`src/rtl/vga_timing_pkg.sv`:
```
// Shared raster timing types, standard mode tables and helpers for the VGA
// timing generator.
package vga_timing_pkg;

  typedef struct packed {
    int unsigned visible;
    int unsigned front;
    int unsigned sync;
    int unsigned back;
  } vga_axis_t;

  typedef struct packed {
    vga_axis_t h;
    vga_axis_t v;
  } vga_mode_t;

  localparam vga_mode_t VGA_640x480_60 = '{h: '{640, 16, 96, 48}, v: '{480, 10, 2, 33}};
  localparam vga_mode_t VGA_800x600_60 = '{h: '{800, 40, 128, 88}, v: '{600, 1, 4, 23}};

  function automatic int unsigned axis_total(vga_axis_t a);
    return a.visible + a.front + a.sync + a.back;
  endfunction

endpackage

```
`src/rtl/vga_timing_gen_if.sv`:
```
// Raster timing bus: pixel-tick enable in, counters/syncs/strobes out.
interface vga_timing_gen_if #(
  parameter int unsigned CNT_W = 11
);
  logic             ENABLE;
  logic [CNT_W-1:0] H_COUNT;
  logic [CNT_W-1:0] V_COUNT;
  logic             H_SYNC;
  logic             V_SYNC;
  logic             ACTIVE;
  logic [CNT_W-1:0] PIXEL_X;
  logic [CNT_W-1:0] PIXEL_Y;
  logic             LINE_END;
  logic             FRAME_START;

  modport master (
    input  ENABLE,
    output H_COUNT, V_COUNT, H_SYNC, V_SYNC, ACTIVE,
           PIXEL_X, PIXEL_Y, LINE_END, FRAME_START
  );

  modport slave (
    output ENABLE,
    input  H_COUNT, V_COUNT, H_SYNC, V_SYNC, ACTIVE,
           PIXEL_X, PIXEL_Y, LINE_END, FRAME_START
  );
endinterface

```
`src/rtl/vga_axis_counter.sv`:
```
// One raster axis: wrapping position counter with sync/visible/wrap flags
// registered from the next-state count so they stay aligned with it.
module vga_axis_counter
  import vga_timing_pkg::*;
#(
  parameter int unsigned VISIBLE = 640,
  parameter int unsigned FRONT   = 16,
  parameter int unsigned SYNC    = 96,
  parameter int unsigned BACK    = 48,
  parameter bit          POL     = 1'b0,
  parameter int unsigned CNT_W   = 11
) (
  input  logic             CLOCK,
  input  logic             RESET,
  input  logic             STEP,
  output logic [CNT_W-1:0] count,
  output logic             sync,
  output logic             visible,
  output logic             wrap
);
  localparam vga_axis_t        AXIS     = '{visible: VISIBLE, front: FRONT, sync: SYNC, back: BACK};
  localparam int unsigned      TOTAL    = axis_total(AXIS);
  localparam logic [CNT_W-1:0] LAST     = CNT_W'(TOTAL - 1);
  localparam logic [CNT_W-1:0] VIS_END  = CNT_W'(VISIBLE);
  localparam logic [CNT_W-1:0] SYNC_BEG = CNT_W'(VISIBLE + FRONT);
  localparam logic [CNT_W-1:0] SYNC_END = CNT_W'(VISIBLE + FRONT + SYNC);

  // The reset position (LAST) must sit in the back porch so its decode is idle.
  if (BACK < 1) begin : g_chk_back
    $error("vga_axis_counter: BACK must be >= 1");
  end
  if (longint'(TOTAL) > (longint'(1) << CNT_W)) begin : g_chk_width
    $error("vga_axis_counter: CNT_W too small for axis total");
  end

  logic [CNT_W-1:0] count_nxt;
  assign count_nxt = (count == LAST) ? '0 : count + 1'b1;

  always_ff @(posedge CLOCK or posedge RESET) begin
    if (RESET) begin
      count   <= LAST;
      sync    <= ~POL;
      visible <= 1'b0;
      wrap    <= 1'b1;
    end else if (STEP) begin
      count   <= count_nxt;
      sync    <= (count_nxt >= SYNC_BEG && count_nxt < SYNC_END) ? POL : ~POL;
      visible <= (count_nxt < VIS_END);
      wrap    <= (count_nxt == LAST);
    end
  end

endmodule

```
`src/rtl/vga_timing_gen.sv`:
```
// Horizontal+vertical raster timing generator: two axis counters plus
// registered active-video, pixel coordinate and frame-start decode.
module vga_timing_gen
  import vga_timing_pkg::*;
#(
  parameter int unsigned H_VISIBLE  = VGA_640x480_60.h.visible,
  parameter int unsigned H_FRONT    = VGA_640x480_60.h.front,
  parameter int unsigned H_SYNC     = VGA_640x480_60.h.sync,
  parameter int unsigned H_BACK     = VGA_640x480_60.h.back,
  parameter int unsigned V_VISIBLE  = VGA_640x480_60.v.visible,
  parameter int unsigned V_FRONT    = VGA_640x480_60.v.front,
  parameter int unsigned V_SYNC     = VGA_640x480_60.v.sync,
  parameter int unsigned V_BACK     = VGA_640x480_60.v.back,
  parameter bit          H_SYNC_POL = 1'b0,
  parameter bit          V_SYNC_POL = 1'b0,
  parameter int unsigned CNT_W      = 11
) (
  input  logic             CLOCK,
  input  logic             RESET,
  vga_timing_gen_if.master bus
);
  localparam logic [CNT_W-1:0] H_VIS_LAST = CNT_W'(H_VISIBLE - 1);
  localparam logic [CNT_W-1:0] V_VIS_LAST = CNT_W'(V_VISIBLE - 1);

  logic [CNT_W-1:0] h_cnt, v_cnt, h_nxt, v_nxt;
  logic             h_vis, v_vis, h_wrap, v_wrap;
  logic             h_vis_nxt, v_vis_nxt, act_nxt;
  logic             active_q, fstart_q;
  logic [CNT_W-1:0] px_q, py_q;

  vga_axis_counter #(
    .VISIBLE(H_VISIBLE), .FRONT(H_FRONT), .SYNC(H_SYNC), .BACK(H_BACK),
    .POL(H_SYNC_POL), .CNT_W(CNT_W)
  ) u_h (
    .CLOCK(CLOCK), .RESET(RESET), .STEP(bus.ENABLE),
    .count(h_cnt), .sync(bus.H_SYNC), .visible(h_vis), .wrap(h_wrap)
  );

  vga_axis_counter #(
    .VISIBLE(V_VISIBLE), .FRONT(V_FRONT), .SYNC(V_SYNC), .BACK(V_BACK),
    .POL(V_SYNC_POL), .CNT_W(CNT_W)
  ) u_v (
    .CLOCK(CLOCK), .RESET(RESET), .STEP(bus.ENABLE & h_wrap),
    .count(v_cnt), .sync(bus.V_SYNC), .visible(v_vis), .wrap(v_wrap)
  );

  // Next-state visibility is derived incrementally from the current flags,
  // so the active decode lands on the same edge as the counters.
  always_comb begin
    h_nxt     = h_wrap ? '0 : h_cnt + 1'b1;
    h_vis_nxt = h_wrap | (h_vis & (h_cnt != H_VIS_LAST));
    v_nxt     = v_cnt;
    v_vis_nxt = v_vis;
    if (h_wrap) begin
      v_nxt     = v_wrap ? '0 : v_cnt + 1'b1;
      v_vis_nxt = v_wrap | (v_vis & (v_cnt != V_VIS_LAST));
    end
    act_nxt = h_vis_nxt & v_vis_nxt;
  end

  always_ff @(posedge CLOCK or posedge RESET) begin
    if (RESET) begin
      active_q <= 1'b0;
      px_q     <= '0;
      py_q     <= '0;
      fstart_q <= 1'b0;
    end else if (bus.ENABLE) begin
      active_q <= act_nxt;
      px_q     <= act_nxt ? h_nxt : '0;
      py_q     <= act_nxt ? v_nxt : '0;
      fstart_q <= h_wrap & v_wrap;
    end
  end

  assign bus.H_COUNT     = h_cnt;
  assign bus.V_COUNT     = v_cnt;
  assign bus.ACTIVE      = active_q;
  assign bus.PIXEL_X     = px_q;
  assign bus.PIXEL_Y     = py_q;
  assign bus.LINE_END    = h_wrap;
  assign bus.FRAME_START = fstart_q;

endmodule

```
`src/flat_wrapper.sv`:
```
// flat-port wrapper written by rule: the top's interface ports become plain ports
module vga_timing_gen_flat import vga_timing_pkg::*;
#(
  parameter int unsigned H_VISIBLE  = VGA_640x480_60.h.visible,
  parameter int unsigned H_FRONT    = VGA_640x480_60.h.front,
  parameter int unsigned H_SYNC     = VGA_640x480_60.h.sync,
  parameter int unsigned H_BACK     = VGA_640x480_60.h.back,
  parameter int unsigned V_VISIBLE  = VGA_640x480_60.v.visible,
  parameter int unsigned V_FRONT    = VGA_640x480_60.v.front,
  parameter int unsigned V_SYNC     = VGA_640x480_60.v.sync,
  parameter int unsigned V_BACK     = VGA_640x480_60.v.back,
  parameter bit          H_SYNC_POL = 1'b0,
  parameter bit          V_SYNC_POL = 1'b0,
  parameter int unsigned CNT_W      = 11
)
  (CLOCK, RESET, bus_ENABLE, bus_H_COUNT, bus_V_COUNT, bus_H_SYNC, bus_V_SYNC, bus_ACTIVE, bus_PIXEL_X, bus_PIXEL_Y, bus_LINE_END, bus_FRAME_START);
  vga_timing_gen_if #(.CNT_W(CNT_W)) bus_i ();
  input  logic CLOCK;
  input  logic RESET;
  input wire logic [$bits(bus_i.ENABLE)-1:0] bus_ENABLE;
  output wire logic [$bits(bus_i.H_COUNT)-1:0] bus_H_COUNT;
  output wire logic [$bits(bus_i.V_COUNT)-1:0] bus_V_COUNT;
  output wire logic [$bits(bus_i.H_SYNC)-1:0] bus_H_SYNC;
  output wire logic [$bits(bus_i.V_SYNC)-1:0] bus_V_SYNC;
  output wire logic [$bits(bus_i.ACTIVE)-1:0] bus_ACTIVE;
  output wire logic [$bits(bus_i.PIXEL_X)-1:0] bus_PIXEL_X;
  output wire logic [$bits(bus_i.PIXEL_Y)-1:0] bus_PIXEL_Y;
  output wire logic [$bits(bus_i.LINE_END)-1:0] bus_LINE_END;
  output wire logic [$bits(bus_i.FRAME_START)-1:0] bus_FRAME_START;
  assign bus_i.ENABLE = bus_ENABLE;
  assign bus_H_COUNT = bus_i.H_COUNT;
  assign bus_V_COUNT = bus_i.V_COUNT;
  assign bus_H_SYNC = bus_i.H_SYNC;
  assign bus_V_SYNC = bus_i.V_SYNC;
  assign bus_ACTIVE = bus_i.ACTIVE;
  assign bus_PIXEL_X = bus_i.PIXEL_X;
  assign bus_PIXEL_Y = bus_i.PIXEL_Y;
  assign bus_LINE_END = bus_i.LINE_END;
  assign bus_FRAME_START = bus_i.FRAME_START;
  vga_timing_gen #(.H_VISIBLE(H_VISIBLE), .H_FRONT(H_FRONT), .H_SYNC(H_SYNC), .H_BACK(H_BACK), .V_VISIBLE(V_VISIBLE), .V_FRONT(V_FRONT), .V_SYNC(V_SYNC), .V_BACK(V_BACK), .H_SYNC_POL(H_SYNC_POL), .V_SYNC_POL(V_SYNC_POL), .CNT_W(CNT_W)) u_core (.CLOCK(CLOCK), .RESET(RESET), .bus(bus_i));
endmodule
```
`config.mk`:
```
export PLATFORM = sky130hd
export DESIGN_NAME = vga_timing_gen_flat
export DESIGN_NICKNAME = d
export VERILOG_FILES = /design/src/rtl/vga_timing_pkg.sv /design/src/rtl/vga_timing_gen_if.sv /design/src/rtl/vga_axis_counter.sv /design/src/rtl/vga_timing_gen.sv /design/src/flat_wrapper.sv
export SDC_FILE = /design/constraint.sdc
export NUM_CORES = 1
export LEC_CHECK = 0
export CORE_UTILIZATION = 57
export DETAILED_ROUTE_END_ITERATION = 16
export PLACE_DENSITY_LB_ADDON = 0.2
export SKIP_CTS_REPAIR_TIMING = 1
export SLEW_MARGIN = 5
export SYNTH_ARGS = -nofsm -noshare
export SYNTH_HDL_FRONTEND = slang
export SYNTH_SLANG_ARGS = --single-unit
```
`constraint.sdc`:
```
create_clock -name CLOCK -period 3.9 [get_ports CLOCK]
set_input_delay 0.78 -clock CLOCK [delete_from_list [all_inputs] [get_ports CLOCK]]
set_output_delay 0.78 -clock CLOCK [all_outputs]
set_load 0.05 [all_outputs]
```
==> results of run 1 <==
## cells in the final DEF, fill, tap and decap left out, types with 2 or more instances in the layout
master and count:
clkdlybuf4s50_1 51, dfrtp_1 38, nand2_1 30, xnor2_1 20, o21ai_0 19, inv_1 14, nor2_1 14, dfstp_2 14
nand3_1 11, o31ai_1 10, a21oi_1 10, o2bb2ai_1 9, xor2_1 8, nor3_1 8, clkbuf_8 7, nand4_1 6
nor2b_1 6, nor4_1 6, a22o_1 6, a221o_1 6, or3_1 4, and3_1 4, ha_1 4, and4_1 3
and2_1 2, a22oi_1 2, or4_1 2, o22ai_1 2, a31oi_1 2, or2_2 2, o31a_1 2, buf_4 2
## power groups by stage
| stage | Combinational (mW) | Sequential [mW] | Clock [mW] |
|---|---|---|---|
| 4_1_cts | 0.432 | 0.689 | 0.410 |
| 5_1_grt | 0.458 | 0.700 | 0.433 |
| 3_3_place_gp | 0.425 | 0.698 | 0 |
| 3_5_place_dp | 0.430 | 0.698 | 0 |
| 2_1_floorplan | 0.186 | 0.812 | 0 |
| 6_report | 0.432 | 0.691 | 0.409 |
## flip-flops by register name, indices dropped and copies added (netlist names)
signal	count
u_core.bus.FRAME_START	1
u_core.bus.PIXEL_X	11
u_core.u_v.count	11
u_core.bus.ACTIVE	1
u_core.u_h.sync	1
u_core.u_v.sync	1
u_core.bus.PIXEL_Y	11
u_core.u_v.wrap	1
u_core.u_h.visible	1
u_core.u_h.count	11
u_core.u_v.visible	1
u_core.u_h.wrap	1
## cells in the mapped netlist (9+ instances only)
cell       number
a21oi_1        10
clkbuf_1       16
dfrtp_1        38
dfstp_2        14
inv_1          15
nand2_1        30
nand3_1        11
nor2_1         14
o21ai_0        19
o2bb2ai_1       9
o31ai_1        10
xnor2_1        20
## worst paths after layout
path | cells after the start | to
max reg2reg | 6 | u_core.bus.PIXEL_Y[6]$_DFFE_PP0P_
min reg2reg | 1 | u_core.bus.PIXEL_X[3]$_DFFE_PP0P_
min in group asynchronous | 2 | u_core.bus.PIXEL_X[1]$_DFFE_PP0P_
min | 1 | u_core.bus.PIXEL_X[3]$_DFFE_PP0P_
max | 1 | bus_V_COUNT[5]
max in group asynchronous | 2 | u_core.u_v.count[4]$_DFFE_PP0P_
## cell type report
cell class                      count  share of cell area, %
Clock buffer                        7                  2.633
Multi-Input combinational cell    224                  42.20
Tap cell                           70                  2.394
Timing Repair Buffer               53                  14.36
Inverter                           15                  1.539
Clock inverter                      1                 0.8208
Sequential cell                    52                  36.05
## kinds of logic after synthesis
group                      share of synthesized area [%]
DFF                                                43.25
adders and majority gates                          1.641
buffers and inverters                              6.114
muxes                                             0.6976
AOI/OAI and AO/OA                                  20.23
and+or+nand+nor                                    20.02
xor gates and xnor gates                           8.043
## metal layers
layer	wire, µm	global-route usage (%)	part of all wire (%)	up-vias
met5	0	0	0	-
met4	131	8.848	1.7	0
met3	577	4.819	7.6	15
met2	3200	39.94	42	122
met1	3634	45.05	48	1250
li1	-	-	-	1219
==> results.md, run 1 <==
- Final Slew Violations: 0
- Yosys warns: 0
- Overall Power: around 1.5 mW
- Least-Margin Pin Slew: 1.065 ns
- CTS tree: built
- Share of cells above drive strength 1: 10.80%
- Main flop type after synthesis: dfrtp_1
- Setup WS pre-CTS: 0.9833 ns
- Final Hold Violating Endpoints: 0
- Switching Power: between 0.5 and 0.6 mW
- Starting Density: between 50% and 60%
- CTS max path bufs: 2
- Total I/O pin count: 52
- RR Startpoint: u_core.u_h.count[1]$_DFFE_PP1P_
- Antenna cells: 0
- Filler Cells Inserted: 433
- Post-Synthesis Cells: 317
- Crit-path max FO: 18
- Reg clk slew, reported paths: 0.10 ns
- Worst Setup End Kind: primary output
- Footprint of the multi-input gates: around 1500 µm²
- Worst path required time: about 3.1 ns
- Syn-to-layout area delta: 19.98%
- PD cells: 418.6 nW/µm²
- Core ar.: 5140 µm²
- # Max-Cap Violations: 0
- Sequential share of the synthesized area: 43.25%
- Die area: 5646 µm²
- Htree depth: 2
- Post-synth EDFFs: 0
- Bufs and invs on worst path: 1
- Final core utilization: about 71%
- Die Ht: 75.14 µm
- Leakage: around 1.4 nW
- Peak supply drop: 393.7 µV
- Clock Power Share: 26.7%
- Clock Tree Root: clkbuf_8
- Syn avg cell area: 9.619 µm²
- Worst min-delay path class: register to register
- Reg area: 1319 µm²
- R2r setup slk: between 1 and 1.5 ns
- Detailed Route WL: between 7000 and 8000 µm
- Via/cell ratio: 6.175
- Post-synth cell types: 61
- GRT overflow: 0
- Placed insts: 414
- Area contributors post-synth: dfrtp_1, dfstp_2, xnor2_1
- Setup TNS: 0 ns
- Status: completed
- Asr flop ratio synth: between 90% and 100%
- All-layer global routing usage: 28.64%
- Tmin final: 2.721 ns
- Area share of the leading cell type in the synthesized netlist: 31.19%
- DRC: 0
- Final worst path period share: 69.77%
- Clock sinks: 52
- Endpoints failing setup: 0
- Final worst slack: 1.179 ns
- Largest net degree at the start of global routing: 53
- Hold path startpoint: u_core.bus.PIXEL_X[3]$_DFFE_PP0P_
- Clk Latency, worst-skew pair: between 0.3 and 0.4 ns
- Mapped Area: 3049 µm²
- Design area: 3659 µm²
- DP HPWL: 5223 µm
- Final GP Congestion: 0.9450
- Delay-heaviest family, CP: buffers and inverters
- Clock Skew: 0.005043 ns
- Worst stage delay on the critical path: roughly 0.91 ns
- Initial antenna violation count: 0
- Sw frac: 35.96%
- Crit-path cells: clkdlybuf4s50_1
- Highest Clock Rate: approximately 370 MHz
- Unrepaired setup endpoints after global routing: no
- Vias in the first global route: 2,221
- Gate power share: 28.2%
- Syn nets: 324
- Sequential share of power: between 40 and 50%
- Final Hold Slack: ~0.5 ns
- Critical path launch point type: register
- Design internal power: 0.9808 mW
- CP Launch Point: u_core.u_v.count[5]$_DFFE_PP0P_
- First-pass GRT wire length: 11,860 µm
- Crit path DAT: 1.94 ns
- Vias: 2,606
- Worst rel slew slack: 28.89%
- Die W: 75.14 µm
- Fin cells: 422
- Largest area contributor in the netlist: dfrtp_1
- Row cnt: 26
- Final-stage net count: 358
- Drt wl/cell: 17.88 µm
- Register bit total from synthesis: 52
- I/O Buffers: 51
- Antenna-violating nets left: 0
- CTS Buf Count: 5
- First-pass detailed-route iteration total: 5
- Post-Place Cell Area: 3532 µm²
- Setup CP Type: register to primary output
- CP max-delay cell: clkdlybuf4s50_1
- DRT iter0 DRCs: 267
(Power assumes the default switching activity.)
==> inputs of run 2 (changes only) <==
--- a/config.mk
+++ b/config.mk
@@ -5,7 +5,7 @@
 export SDC_FILE = /design/constraint.sdc
 export NUM_CORES = 1
 export LEC_CHECK = 0
-export CORE_UTILIZATION = 57
+export CORE_UTILIZATION = 53
 export DETAILED_ROUTE_END_ITERATION = 16
 export PLACE_DENSITY_LB_ADDON = 0.2
 export SKIP_CTS_REPAIR_TIMING = 1
==> constraint.sdc (replaced) <==
create_clock -name CLOCK -period 2.7 [get_ports CLOCK]
set_input_delay 0.54 -clock CLOCK [delete_from_list [all_inputs] [get_ports CLOCK]]
set_output_delay 0.54 -clock CLOCK [all_outputs]
set_load 0.05 [all_outputs]
==> run 2 against run 1 <==
- sequential power increased by 44%
- via count increased by 1.5%
- critical path type is now register to register
- first-iteration DRC count decreased by 22%
- flip-flop and latch count unchanged
- non-clock buffer count increased by 8
- die area increased by 7.3%
- clock skew decreased by 0.0023 ns
- register-to-register slack got worse by 1.2 ns
- hold slack got worse by 0.0072 ns
==> results.md, run 2 (synthesis results as in run 1) <==
- Starting Density: 55.04%
- CTS tree: built
- # Max-Cap Violations: 0
- CTS max path bufs: 2
- Final Hold Violating Endpoints: 0
- Highest Clock Rate: 415.9 MHz
- Endpoints failing setup: 0
- Critical path launch point type: register
- Peak supply drop: 396.2 µV
- Reg2reg path depth: 6
- Vias in the first global route: 2,529
- Share of cells above drive strength 1: 12.78%
- DRT iter0 DRCs: 207
- Htree depth: 2
- Worst rel slew slack: 43.15%
- Initial antenna violation count: 0
- Worst Setup End Kind: register
- Setup CP Type: register to register
- CTS Buf Count: 5
- Die W: slightly below 80 µm
- Hold path startpoint: u_core.bus.PIXEL_X[1]$_DFFE_PP0P_
- Filler Cells Inserted: 463
- Final-stage net count: 366
- Reg clk slew, reported paths: approximately 0.10 ns
- DP HPWL: 5581 µm
- Crit-path max FO: 7
- Final core utilization: 66.87%
- Via/cell ratio: just over 6
- Detailed Route WL: 7857 µm
- Final worst path period share: 89.06%
- PD cells: 571.1 nW/µm²
- Largest net degree at the start of global routing: 53
- RR Startpoint: u_core.u_h.count[1]$_DFFE_PP1P_
- Vias: between 2,000 and 3,000
- Row cnt: 27
- GRT overflow: 0
- Unrepaired setup endpoints after global routing: no
- Final Slew Violations: 0
- Hold worst-path end: u_core.bus.PIXEL_X[1]$_DFFE_PP0P_
- Least-Margin Pin Slew: 0.8462 ns
- Antenna cells: 0
- I/O Buffers: 51
- First-pass detailed-route iteration total: 4
- Antenna-violating nets left: 0
- Most frequent cells in the layout: clkdlybuf4s50_1, dfrtp_1, nand2_1
- Crit path DAT: around 2.6 ns
- Clock sinks: 52
- DRC: 0
- Tmin final: 2.405 ns
- Core ar.: 5540 µm²
- Clock Skew: about 0.0027 ns
- Worst path required time: 2.90 ns
- Die Ht: between 70 and 80 µm
- First-pass GRT wire length: 13,380 µm
- Worst min-delay path class: register to register
- Final GP Congestion: around 0.9
- Commonest non-fill, non-tap cell in the layout: clkdlybuf4s50_1
- Clk Latency, worst-skew pair: 0.31 ns
- Total I/O pin count: 52
- R2r setup slk: 0.30 ns
- Hold Path Stages: 1
- Worst r2r dst: u_core.bus.PIXEL_Y[3]$_DFFE_PP0P_
- Status: completed
- Drt wl/cell: 18.19 µm
- Syn-to-layout area delta: 21.50%
- Setup TNS: 0 ns
- Clock Tree Root: clkbuf_8
- Die area: 6061 µm²
- All-layer global routing usage: about 28%
- Leakage: 1.423 nW
## run 2: cell types whose count changed in the layout (fill, tap and decap cells not counted)
cell / change
buf_4: +7
clkinvlp_4: +2
clkbuf_8: -1
bufinv_16: -1
buf_12: +1
## run 2: area by class of cell
class	instances	area [µm²]	share of cell area, %
clock inverters	2	15.01	0.4053
flip-flops and latches	52	1319	35.60
well taps	72	90.09	2.432
multi-input cells	224	1544	41.68
inverters	15	56.30	1.520
repair buffers	61	598.1	16.14
clock buffers	6	82.58	2.229
## run 2: per-stage QoR
stage | cells | setup WS, ns | hold slack, ns | area, µm² | total power [mW]
finish | 432 | 0.2954 | 0.4917 | 3705 | 2.116
global route | 432 | 0.1627 | 0.5210 | 3705 | 2.203
CTS | 432 | 0.2951 | 0.4999 | 3705 | 2.121
detailed placement | 424 | 0.3183 | 0.4751 | 3607 | 1.643
global placement | 424 | 0.3892 | 0.4713 | 3607 | 1.628
floorplan | 317 | 0.2526 | 0.4661 | 3049 | 1.442
## run 2: layer usage
metal / GRT usage, % / wire length (µm) / share of wire (%)
met1: 43.07 / 3774 / 48
met2: 41.24 / 3532 / 45
met3: 4.588 / 459 / 5.8
met4: 8.679 / 90 / 1.1
met5: 0 / 0 / 0
## run 2: how the worst max path moves through the flow
stage                                          startpoint                                 to  depth (start not counted)
after floorplan           u_core.u_v.count[0]$_DFFE_PP0P_     u_core.u_v.visible$_DFFE_PP0P_                          8
after global placement    u_core.u_h.count[0]$_DFFE_PP1P_  u_core.bus.PIXEL_Y[3]$_DFFE_PP0P_                          6
after detailed placement                       bus_ENABLE  u_core.bus.PIXEL_Y[2]$_DFFE_PP0P_                          6
after CTS                 u_core.u_h.count[1]$_DFFE_PP1P_  u_core.bus.PIXEL_Y[4]$_DFFE_PP0P_                          6
after global routing      u_core.u_h.count[0]$_DFFE_PP1P_  u_core.bus.PIXEL_Y[3]$_DFFE_PP0P_                          6
final                     u_core.u_h.count[1]$_DFFE_PP1P_  u_core.bus.PIXEL_Y[3]$_DFFE_PP0P_                          6
## run 2: power breakdown
part / total [mW] / leakage (nW) / internal, mW / switching (mW)
clock: 0.482 / 0.0434 / 0.208 / 0.274
combinational: 0.635 / 0.717 / 0.222 / 0.413
sequential: 0.998 / 0.663 / 0.872 / 0.126
total: 2.12 / 1.42 / 1.30 / 0.813
## run 2: worst max-delay path: stages, from the launching register on
cell,delay [ns]
dfstp_2,0.63
ha_1,0.30
nand4_1,0.22
o41ai_2,0.43
nor3_1,0.22
buf_4,0.21
a221o_1,0.29
